File: config.mk
export PLATFORM = sky130hd
export DESIGN_NAME = spi_reg_slave_flat
export DESIGN_NICKNAME = d
export VERILOG_FILES = /design/src/rtl/spi_defs.sv /design/src/rtl/spi_reg_slave_if.sv /design/src/rtl/spi_sync_edge.sv /design/src/rtl/spi_reg_slave.sv /design/src/flat_wrapper.sv
export SDC_FILE = /design/constraint.sdc
export NUM_CORES = 1
export LEC_CHECK = 0
export ABC_AREA = 1
export CAP_MARGIN = 20
export CELL_PAD_IN_SITES_DETAIL_PLACEMENT = 0
export CELL_PAD_IN_SITES_GLOBAL_PLACEMENT = 2
export CORE_MARGIN = 3
export CORE_UTILIZATION = 24
export DETAILED_ROUTE_END_ITERATION = 8
export HOLD_SLACK_MARGIN = 0.08
export PLACE_DENSITY = 0.6
export SLEW_MARGIN = 20
export SYNTH_ARGS = -nofsm -noshare
export SYNTH_HDL_FRONTEND = slang
export SYNTH_SLANG_ARGS = --single-unit
File: constraint.sdc
create_clock -name clk -period 7.35 [get_ports clk]
set_clock_uncertainty 0.15 [all_clocks]
set_input_delay 1.47 -clock clk [delete_from_list [all_inputs] [get_ports clk]]
set_output_delay 1.47 -clock clk [all_outputs]
set_load 0.1 [all_outputs]
File: src/rtl/spi_defs.sv
// Shared definitions for the SPI register slave: FSM states, command-byte layout and widths.
package spi_defs;

  localparam int unsigned DATA_W   = 8;
  localparam int unsigned ADDR_W   = 4;
  localparam int unsigned NUM_REGS = 16;
  localparam int unsigned RW_BIT   = 7;
  localparam int unsigned RSV_MSB  = 6;
  localparam int unsigned RSV_LSB  = 4;

  typedef enum logic [2:0] {
    ST_IDLE,
    ST_CMD,
    ST_WR,
    ST_RD,
    ST_IGNORE
  } state_e;

  // One completed SPI write, as presented on the strobe port
  typedef struct packed {
    logic [ADDR_W-1:0] addr;
    logic [DATA_W-1:0] data;
  } wr_beat_t;

  function automatic logic cmd_rsv_ok(input logic [DATA_W-1:0] cmd);
    return cmd[RSV_MSB:RSV_LSB] == '0;
  endfunction

endpackage

File: src/rtl/spi_reg_slave_if.sv
// Pin-level SPI bus plus local register port of the SPI register slave.
interface spi_reg_slave_if;
  import spi_defs::*;

  logic              SPI_SCLK;
  logic              CS;
  logic              MOSI;
  logic              MISO;
  logic              CPOL;
  logic              CPHA;
  logic              busy;
  logic [ADDR_W-1:0] loc_addr;
  logic [DATA_W-1:0] loc_rdata;
  logic              loc_we;
  logic [DATA_W-1:0] loc_wdata;
  logic              wr_pulse;
  logic [ADDR_W-1:0] wr_addr;
  logic [DATA_W-1:0] wr_data;

  modport slave (
    input  SPI_SCLK, CS, MOSI, CPOL, CPHA, loc_addr, loc_we, loc_wdata,
    output MISO, busy, loc_rdata, wr_pulse, wr_addr, wr_data
  );

  modport master (
    output SPI_SCLK, CS, MOSI, CPOL, CPHA, loc_addr, loc_we, loc_wdata,
    input  MISO, busy, loc_rdata, wr_pulse, wr_addr, wr_data
  );

endinterface

File: src/rtl/spi_sync_edge.sv
// N-stage synchronizer for one asynchronous pin, with rise/fall pulses of the synchronized level.
module spi_sync_edge #(
  parameter int unsigned STAGES = 2
) (
  input  logic clk,
  input  logic rst,
  input  logic i_d,
  output logic o_q,
  output logic o_rise_c,
  output logic o_fall_c
);

  logic [STAGES-1:0] r_sync;
  logic              r_prev;

  // Chain resets to 0 so a low pin at reset release never produces a falling pulse
  always_ff @(posedge clk or posedge rst) begin
    if (rst) begin
      r_sync <= '0;
      r_prev <= 1'b0;
    end else begin
      r_sync <= {r_sync[STAGES-2:0], i_d};
      r_prev <= r_sync[STAGES-1];
    end
  end

  assign o_q      = r_sync[STAGES-1];
  assign o_rise_c = r_sync[STAGES-1] & ~r_prev;
  assign o_fall_c = ~r_sync[STAGES-1] & r_prev;

endmodule

File: src/rtl/spi_reg_slave.sv
// SPI responder with a command byte protocol in front of a 16 x 8 register file,
// fully clocked by clk with oversampled SPI pins.
module spi_reg_slave
  import spi_defs::*;
#(
  parameter int unsigned SYNC_STAGES = 2
) (
  input logic            clk,
  input logic            rst,
  spi_reg_slave_if.slave bus
);

  logic w_sclk, w_sclk_rise, w_sclk_fall;
  logic w_cs, w_cs_rise, w_cs_fall;
  logic w_mosi, w_mosi_rise, w_mosi_fall;
  logic w_unused_edges;

  spi_sync_edge #(.STAGES(SYNC_STAGES)) u_sync_sclk (
    .clk(clk), .rst(rst), .i_d(bus.SPI_SCLK),
    .o_q(w_sclk), .o_rise_c(w_sclk_rise), .o_fall_c(w_sclk_fall)
  );

  spi_sync_edge #(.STAGES(SYNC_STAGES)) u_sync_cs (
    .clk(clk), .rst(rst), .i_d(bus.CS),
    .o_q(w_cs), .o_rise_c(w_cs_rise), .o_fall_c(w_cs_fall)
  );

  spi_sync_edge #(.STAGES(SYNC_STAGES)) u_sync_mosi (
    .clk(clk), .rst(rst), .i_d(bus.MOSI),
    .o_q(w_mosi), .o_rise_c(w_mosi_rise), .o_fall_c(w_mosi_fall)
  );

  assign w_unused_edges = ^{w_sclk, w_cs_rise, w_mosi_rise, w_mosi_fall};

  state_e            r_state, w_state_next;
  logic [DATA_W-2:0] r_shift;
  logic [2:0]        r_bitcnt;
  logic [ADDR_W-1:0] r_addr;
  logic [DATA_W-1:0] r_tx;
  logic              r_miso;
  logic              r_busy;
  logic              r_armed;
  logic              r_wr_pulse;
  wr_beat_t          r_wr_beat;
  logic [DATA_W-1:0] r_regs [NUM_REGS];

  logic              w_lead, w_trail, w_active, w_samp_act, w_shift_act;
  logic              w_byte_done;
  logic [DATA_W-1:0] w_byte;
  logic [ADDR_W-1:0] w_addr_base;
  logic              w_spi_we, w_tx_load, w_addr_load, w_addr_inc;

  // Map the SPI mode onto sample/shift pulses of the synchronized clock
  assign w_lead      = bus.CPOL ? w_sclk_fall : w_sclk_rise;
  assign w_trail     = bus.CPOL ? w_sclk_rise : w_sclk_fall;
  assign w_active    = (r_state != ST_IDLE) && !w_cs;
  assign w_samp_act  = w_active && (bus.CPHA ? w_trail : w_lead);
  assign w_shift_act = w_active && (bus.CPHA ? w_lead : w_trail);
  assign w_byte      = {r_shift, w_mosi};
  assign w_byte_done = w_samp_act && (r_bitcnt == 3'd7);
  assign w_addr_base = (r_state == ST_CMD) ? w_byte[ADDR_W-1:0] : r_addr;

  always_ff @(posedge clk or posedge rst) begin
    if (rst) r_state <= ST_IDLE;
    else     r_state <= w_state_next;
  end

  always_comb begin
    w_state_next = r_state;
    w_spi_we     = 1'b0;
    w_tx_load    = 1'b0;
    w_addr_load  = 1'b0;
    w_addr_inc   = 1'b0;
    unique case (r_state)
      ST_IDLE: if (w_cs_fall) w_state_next = ST_CMD;
      ST_CMD: begin
        if (w_byte_done) begin
          w_addr_load = 1'b1;
          if (!cmd_rsv_ok(w_byte)) begin
            w_state_next = ST_IGNORE;
          end else if (w_byte[RW_BIT]) begin
            w_state_next = ST_RD;
            w_tx_load    = 1'b1;
          end else begin
            w_state_next = ST_WR;
          end
        end
      end
      ST_WR: begin
        if (w_byte_done) begin
          w_spi_we   = 1'b1;
          w_addr_inc = 1'b1;
        end
      end
      ST_RD: begin
        if (w_byte_done) begin
          w_tx_load  = 1'b1;
          w_addr_inc = 1'b1;
        end
      end
      ST_IGNORE: ;
      default: w_state_next = ST_IDLE;
    endcase
    if (w_cs) w_state_next = ST_IDLE;
  end

  // Shift/count/address datapath; a read preload and the address step share the completion cycle
  always_ff @(posedge clk or posedge rst) begin
    if (rst) begin
      r_shift    <= '0;
      r_bitcnt   <= '0;
      r_addr     <= '0;
      r_tx       <= '0;
      r_miso     <= 1'b0;
      r_busy     <= 1'b0;
      r_armed    <= 1'b0;
      r_wr_pulse <= 1'b0;
      r_wr_beat  <= '0;
    end else begin
      r_armed    <= r_armed | w_cs;
      r_busy     <= r_armed & ~w_cs;
      r_wr_pulse <= w_spi_we;
      if (w_spi_we) r_wr_beat <= '{addr: r_addr, data: w_byte};

      if (w_cs_fall) begin
        r_bitcnt <= '0;
      end else if (w_samp_act) begin
        r_shift  <= w_byte[DATA_W-2:0];
        r_bitcnt <= r_bitcnt + 3'd1;
      end

      if (w_cs_fall)      r_tx <= '0;
      else if (w_tx_load) r_tx <= r_regs[w_addr_base];

      if (w_addr_load || w_addr_inc)
        r_addr <= w_addr_base + ADDR_W'(w_tx_load | w_spi_we);

      // tx_byte is cleared at CS fall, so the CPHA=0 first-bit preload is a 0
      if (w_cs || w_cs_fall) r_miso <= 1'b0;
      else if (w_shift_act)  r_miso <= r_tx[3'd7 - r_bitcnt];
    end
  end

  // SPI write is issued after the local write so it wins on an address collision
  always_ff @(posedge clk or posedge rst) begin
    if (rst) begin
      r_regs <= '{default: '0};
    end else begin
      if (bus.loc_we) r_regs[bus.loc_addr] <= bus.loc_wdata;
      if (w_spi_we)   r_regs[r_addr]       <= w_byte;
    end
  end

  assign bus.MISO      = r_miso;
  assign bus.busy      = r_busy;
  assign bus.loc_rdata = r_regs[bus.loc_addr];
  assign bus.wr_pulse  = r_wr_pulse;
  assign bus.wr_addr   = r_wr_beat.addr;
  assign bus.wr_data   = r_wr_beat.data;

endmodule

File: src/flat_wrapper.sv
// flat-port wrapper written by rule: the top's interface ports become plain ports
module spi_reg_slave_flat import spi_defs::*;
#(
  parameter int unsigned SYNC_STAGES = 2
)
  (clk, rst, bus_SPI_SCLK, bus_CS, bus_MOSI, bus_CPOL, bus_CPHA, bus_loc_addr, bus_loc_we, bus_loc_wdata, bus_MISO, bus_busy, bus_loc_rdata, bus_wr_pulse, bus_wr_addr, bus_wr_data);
  spi_reg_slave_if bus_i ();
  input logic clk;
  input logic rst;
  input wire logic [$bits(bus_i.SPI_SCLK)-1:0] bus_SPI_SCLK;
  input wire logic [$bits(bus_i.CS)-1:0] bus_CS;
  input wire logic [$bits(bus_i.MOSI)-1:0] bus_MOSI;
  input wire logic [$bits(bus_i.CPOL)-1:0] bus_CPOL;
  input wire logic [$bits(bus_i.CPHA)-1:0] bus_CPHA;
  input wire logic [$bits(bus_i.loc_addr)-1:0] bus_loc_addr;
  input wire logic [$bits(bus_i.loc_we)-1:0] bus_loc_we;
  input wire logic [$bits(bus_i.loc_wdata)-1:0] bus_loc_wdata;
  output wire logic [$bits(bus_i.MISO)-1:0] bus_MISO;
  output wire logic [$bits(bus_i.busy)-1:0] bus_busy;
  output wire logic [$bits(bus_i.loc_rdata)-1:0] bus_loc_rdata;
  output wire logic [$bits(bus_i.wr_pulse)-1:0] bus_wr_pulse;
  output wire logic [$bits(bus_i.wr_addr)-1:0] bus_wr_addr;
  output wire logic [$bits(bus_i.wr_data)-1:0] bus_wr_data;
  assign bus_i.SPI_SCLK = bus_SPI_SCLK;
  assign bus_i.CS = bus_CS;
  assign bus_i.MOSI = bus_MOSI;
  assign bus_i.CPOL = bus_CPOL;
  assign bus_i.CPHA = bus_CPHA;
  assign bus_i.loc_addr = bus_loc_addr;
  assign bus_i.loc_we = bus_loc_we;
  assign bus_i.loc_wdata = bus_loc_wdata;
  assign bus_MISO = bus_i.MISO;
  assign bus_busy = bus_i.busy;
  assign bus_loc_rdata = bus_i.loc_rdata;
  assign bus_wr_pulse = bus_i.wr_pulse;
  assign bus_wr_addr = bus_i.wr_addr;
  assign bus_wr_data = bus_i.wr_data;
  spi_reg_slave #(.SYNC_STAGES(SYNC_STAGES)) u_core (.clk(clk), .rst(rst), .bus(bus_i));
endmodule
==> run summary, run 1 <==
Status -> finished clean
Max rail drop VDD -> 0.000125 V
Final worst slack -> 1.63 ns
Commonest register cell after synthesis -> dfrtp_1
Synth unique cells -> 30
Worst relative slew slack -> 0.261
Min Tclk post-route -> 5.72 ns
Critical path startpoint category -> input port
Clock sink count -> 177
Post-synthesis sequential area ratio -> 0.425
Syn Inst Count -> 1460
Slew Limit Fails -> 0
Core area -> 42400 um^2
Clk_lat worst skew -> 0.47 ns
Synth Area in Simple Gates -> 0.306
Synth-to-Final Area Change -> 14.8%
Final hold vios -> 0
Synth Area in Compound Gates -> 0.192
DR iter-0 viols -> 1026
CTS tree -> built
Die width -> 214 um
Total wire length -> 48.9 mm
Mapped Nets -> 1484
Wirelength per Cell -> 24.0 um
RSZ-0062 raised after global routing -> false
GP Congestion -> 0.859
Mux cell area share after synthesis -> 0
Synthesized cell area -> 10400 um^2
Resize count post-CTS -> 0
Post-CTS Setup Bufs -> 0
Max Freq -> 0.175 GHz
Final antenna-violating net count -> 0
Max_cap viols -> 0
Number of remaining DRC errors -> 0
Main combinational cell family by area after synthesis -> simple AND/OR/NAND/NOR gates
Commonest cells after routing, fill and taps aside -> nand2_1, o21ai_0, nand3_1
Final net count -> 1470
Setup CP Type -> in2out
DR pass1 iterations -> 5
Pin count of the biggest net entering global routing -> 79
Hold path start -> u_core.u_sync_cs.r_sync[0]
Fraction of registers with async set/reset -> 1.00
Post-synth EDFFs -> 0
Die H -> 214 um
Register bit total from synthesis -> 177
Worst Path Arrival -> 4.10 ns
Layout cells sized above 1 -> 0.0672
Final setup vio count -> 0
Row count -> 75
Total grt overflow -> 0
Cells along the critical path -> clkdlybuf4s50_1, buf_4, inv_2, nor2_2, buf_4, a22oi_1, o211ai_1, nand2_1, nand4_1, buf_12
Avg Inst Size Synth -> 7.14 um^2
Vias post-DR -> 10370
Synthesis warning total -> 0
I/O Pins -> 43
Max stage delay on crit path -> 0.47 ns
H-Tree Depth -> 4
Initial antenna violation count -> 6
Most common cell after layout, fill and taps aside -> nand2_1
First-pass GRT wire length -> 71.2 mm
I/O Buffers -> 42
Slew at the pin with the worst max-slew slack -> 1.10 ns
Leak -> 5.31 nW
Clk pin slew, worst setup/hold paths -> 0.07 ns
RR Startpoint -> u_core.r_state[2]
Gr usage total -> 0.212
CP Max Fanout -> 32
XOR/XNOR Fraction of Synth Area -> 0.00168
Crit path max-delay cell type -> clkdlybuf4s50_1
Pwr dens -> 293 nW/um^2
CTS Hold Bufs -> 0
Setup WS pre-CTS -> 1.72 ns
CTS root buf -> clkbuf_16
Adder-cell area share of the yosys netlist -> 0.00480
Post-DP HPWL -> 33.8 mm
Number of global-route vias before repair -> 9737
Clock buffer depth -> 2
CTS Buf Count -> 17
Die ar. -> 46000 um^2
Via density -> 5.08
Cell mode on critical path -> buf_4
CP endpoint kind -> primary output
Worst Setup SP -> bus_loc_addr[0]
Starting Density -> 0.246
Setup_tns -> 0 ns
Worst Path Required -> 5.73 ns
Period utilization -> 0.778
Min-Delay Path Class -> reg2reg
-- through the flow --
stage               std cells  hold slack (ns)  power, mW  area, um^2  utilization
floorplan                1460            0.181       2.03       10400            -
global placement         2004            0.195       2.57       11400        0.268
detailed placement       2004            0.196       2.56       11400        0.268
CTS                      2036            0.209       3.52       12000        0.282
global route             2036            0.219       3.70       12000        0.282
finish                   2042            0.205       3.50       12000        0.282
-- cells in the mapped netlist, types with 4 or more instances --
| cell | instances | area (um^2) |
|---|---|---|
| nand2_1 | 472 | 1770 |
| nand2_4 | 4 | 45.0 |
| nand4_1 | 10 | 62.6 |
| inv_1 | 76 | 285 |
| clkinv_1 | 4 | 15.0 |
| clkbuf_1 | 51 | 191 |
| o211ai_1 | 21 | 158 |
| o21ai_0 | 201 | 1010 |
| a21oi_1 | 26 | 130 |
| a22oi_1 | 32 | 240 |
| nand2_2 | 5 | 31.3 |
| buf_2 | 36 | 180 |
| buf_6 | 5 | 56.3 |
| ha_1 | 4 | 50.1 |
| o221ai_1 | 4 | 35.0 |
| nand3b_1 | 5 | 37.5 |
| nor2_2 | 4 | 25.0 |
| nand3_1 | 189 | 946 |
| nor2_1 | 50 | 188 |
| dfrtp_1 | 177 | 4430 |
| o21ai_2 | 17 | 149 |
| o21ai_1 | 54 | 270 |
-- layout make-up --
type / count / area [um^2]
sequential: 177 / 4430
clock inverter: 10 / 101
clock buffer: 22 / 484
inverter: 82 / 315
fill: 4706 / 30400
timing repair buffer: 59 / 623
antenna: 6 / 15.0
tap: 577 / 722
multi-input combinational: 1109 / 5280
-- sequential cells by signal, summed over array words and instances (netlist names), 3 cells and up --
register            count
u_core.bus.wr_addr      4
u_core.bus.wr_data      8
u_core.r_bitcnt         3
u_core.r_tx             8
u_core.r_state          3
u_core.r_regs         128
u_core.r_shift          7
u_core.r_addr           4
-- path summary, 6_finish.rpt --
path	end	slack, ns	depth (start not counted)
min reg2reg	u_core.u_sync_cs.r_sync[1]	0.20	0
max in group asynchronous	u_core.r_regs[34]	4.48	3
min	u_core.u_sync_cs.r_sync[1]	0.20	0
max	bus_loc_rdata[1]	1.63	10
min in group asynchronous	u_core.u_sync_sclk.r_sync[0]	1.33	2
max reg2reg	u_core.r_addr[2]	3.81	10
-- cell families (layout without fill, tap and decap cells) --
kind of cell,count (synthesis),in the layout
and+or+nand+nor,746,746
AOI/OAI and AO/OA,357,357
DFF,177,177
buffers and inverters,174,173
adders and majority gates,4,4
xor gates and xnor gates,2,2
other,0,6
-- power by group --
part           total (mW)  switching (mW)  internal (mW)
clock               0.948           0.442          0.506
combinational        1.21           0.841          0.365
sequential           1.35           0.209           1.14
total                3.50            1.49           2.01
-- worst max-delay path, delay by kind of cell --
family,cells,cell delay [ns]
simple gates,3,0.80
buf+inv,5,1.59
compound gates,2,0.22
-- routing by layer --
layer,global-route usage,routed length [um],part of all wire,vias up
met1,0.294,22800,0.47,5088
met3,0.0441,2570,0.053,69
met2,0.328,22200,0.45,322
li1,-,-,-,4887
met5,0,21,0.00043,-
met4,0.0754,1350,0.028,4
No activity file was read; power rests on OpenSTA's default activity.
==> inputs of run 2 (changes only) <==
==> constraint.sdc (replaced) <==
create_clock -name clk -period 5.8 [get_ports clk]
set_clock_uncertainty 0.15 [all_clocks]
set_input_delay 1.16 -clock clk [delete_from_list [all_inputs] [get_ports clk]]
set_output_delay 1.16 -clock clk [all_outputs]
set_load 0.1 [all_outputs]
==> run summary, run 2 (same netlist as run 1, synthesis figures left out) <==
Status -> finished clean
Post-layout util -> 0.283 (+0.000649)
Combinational Power Share -> 0.336 (-0.008)
Max_cap viols -> 0 (unchanged)
Worst Path Required -> 4.49 ns (-1.24 ns)
Critical path startpoint category -> input port
Post-CTS Setup Bufs -> 0 (unchanged)
Final setup vio count -> 0 (unchanged)
Initial antenna violation count -> 3 (-3)
Setup WS pre-CTS -> 0.984 ns (-0.732 ns)
Fillers -> 4755 (+1.0%)
Min-Delay Path Class -> reg2reg
Final worst slack -> 0.961 ns (-0.668 ns)
DP Cell Count -> 2010 (+0.30%)
H-Tree Depth -> 4 (unchanged)
GP Congestion -> 0.838 (-2.5%)
Final net count -> 1476 (+0.41%)
FF+latch area -> 4430 um^2 (unchanged)
Antenna cells -> 0 (-6)
CTS Buf Count -> 17 (unchanged)
Core area -> 42400 um^2 (unchanged)
R2R Setup Slk -> 2.26 ns (-1.55 ns)
CTS Hold Bufs -> 0 (unchanged)
Slew at the pin with the worst max-slew slack -> 1.04 ns (-0.0652 ns)
Clk_lat worst skew -> 0.49 ns (+0.02 ns)
Min Tclk post-route -> 4.84 ns
Starting Density -> 0.246 (unchanged)
R2R depth -> 12 (+2)
Number of remaining DRC errors -> 0 (unchanged)
Setup CP Type -> in2out
CTS root buf -> clkbuf_16
Multi-input logic area -> 5290 um^2 (+0.24%)
Pwr dens -> 363 nW/um^2 (+24%)
Worst Path Arrival -> 3.53 ns (-0.57 ns)
Worst relative slew slack -> 0.306 (+0.0454)
Worst Setup SP -> bus_loc_addr[0]
Die width -> 214 um (unchanged)
Die ar. -> 46000 um^2 (unchanged)
Gr usage total -> 0.204 (-0.00833)
Max Freq -> 0.207 GHz
Vias post-DR -> 10151 (-2.1%)
Clock buffer depth -> 2 (unchanged)
Wirelength per Cell -> 22.8 um (-4.7%)
Die H -> 214 um (unchanged)
Sw frac -> 0.413 (-0.0134)
Total wire length -> 46.6 mm (-4.7%)
Fin cells -> 2041 (-0.049%)
RSZ-0062 raised after global routing -> false
Commonest cells after routing, fill and taps aside -> nand2_1, o21ai_0, nand3_1
I/O Pins -> 43 (unchanged)
I/O Buffers -> 42 (unchanged)
CP Max Fanout -> 34 (+6.3%)
CTS tree -> built
Clk pwr share -> 0.276 (+0.005)
First-pass GRT wire length -> 68.6 mm (-3.7%)
Hold path start -> u_core.u_sync_cs.r_sync[0]
Most common cell after layout, fill and taps aside -> nand2_1
Reg with most FFs -> u_core.r_regs
Number of global-route vias before repair -> 9655 (-0.84%)
Row count -> 75 (unchanged)
M2 GR Usage -> 0.342 (+0.0142)
Synth-to-Final Area Change -> 15.0%
Leak -> 5.33 nW (+0.37%)
Max rail drop VDD -> 0.000202 V (+61%)
Resize count post-CTS -> 0 (unchanged)
Layout cells sized above 1 -> 0.0683 (+0.00114)
CP endpoint kind -> primary output
Internal power -> 2.56 mW (+27%)
RR Startpoint -> u_core.r_state[2]
Slew Limit Fails -> 0 (unchanged)
DR pass1 iterations -> 5 (unchanged)
DR iter-0 viols -> 903 (-12%)
Period utilization -> 0.834
Post-DP HPWL -> 33.0 mm (-2.5%)
Final antenna-violating net count -> 0 (unchanged)
Worst Hold Depth -> 0 (unchanged)
Clock sink count -> 177 (unchanged)
Total grt overflow -> 0 (unchanged)
Gr busiest metal -> met2
Setup_tns -> 0 ns (unchanged)
Max reg flops -> 128 (unchanged)
Clk pin slew, worst setup/hold paths -> 0.06 ns (about the same)
GR Util met1 -> 0.266 (-0.0280)
Pin count of the biggest net entering global routing -> 83 (+5.1%)
Net Switching -> 1.80 mW (+20%)
Met3 GRT Util -> 0.0336 (-0.0105)
Via density -> 4.97 (-2.1%)
Seq pwr share -> 0.388 (+0.003)
Final hold vios -> 0 (unchanged)
run 2: per-stage QoR:
| step | hold slack (ns) | cell area, um^2 | total power, mW |
|---|---|---|---|
| 5_1_grt | 0.210 | 12000 | 4.61 |
| 6_report | 0.205 | 12000 | 4.35 |
| 4_1_cts | 0.208 | 12000 | 4.40 |
| 2_1_floorplan | 0.181 | 10400 | 2.58 |
| 3_5_place_dp | 0.189 | 11400 | 3.17 |
| 3_3_place_gp | 0.189 | 11400 | 3.19 |
run 2: power groups by stage:
| stage | clock (mW) | sequential, mW | combinational [mW] |
|---|---|---|---|
| after floorplan | 0 | 1.59 | 0.988 |
| after global placement | 0 | 1.72 | 1.47 |
| after detailed placement | 0 | 1.71 | 1.46 |
| after CTS | 1.23 | 1.69 | 1.47 |
| after global routing | 1.27 | 1.71 | 1.63 |
| final | 1.20 | 1.69 | 1.46 |
run 2: layer usage:
| metal | wire length, um | vias up | part of all wire |
|---|---|---|---|
| li1 | - | 4890 | - |
| met1 | 20900 | 4970 | 0.45 |
| met2 | 22800 | 220 | 0.49 |
| met3 | 1710 | 69 | 0.037 |
| met4 | 1230 | 2 | 0.026 |
| met5 | 11 | - | 0.00024 |
run 2: critical path: stages:
cell and delay (ns):
clkdlybuf4s50_1 0.65, inv_2 0.18, nor2_4 0.68, a22oi_1 0.16
o211ai_1 0.16, nand2_1 0.08, nand4_1 0.24, buf_12 0.22
run 2: path summary, 6_finish.rpt:
check,endpoint
worst max-delay path,bus_loc_rdata[7]
worst min-delay path,u_core.u_sync_cs.r_sync[1]
worst max register to register,u_core.r_tx[3]
worst min register to register,u_core.u_sync_cs.r_sync[1]
max in group asynchronous,u_core.r_regs[75]
min in group asynchronous,u_core.r_shift[3]
run 2: final cells by class:
type | count | area share
Clock buffer | 21 | 0.0375
Clock inverter | 10 | 0.00928
Inverter | 82 | 0.0260
Multi-Input combinational cell | 1109 | 0.441
Sequential cell | 177 | 0.369
Tap cell | 577 | 0.0602
Timing Repair Buffer | 65 | 0.0567
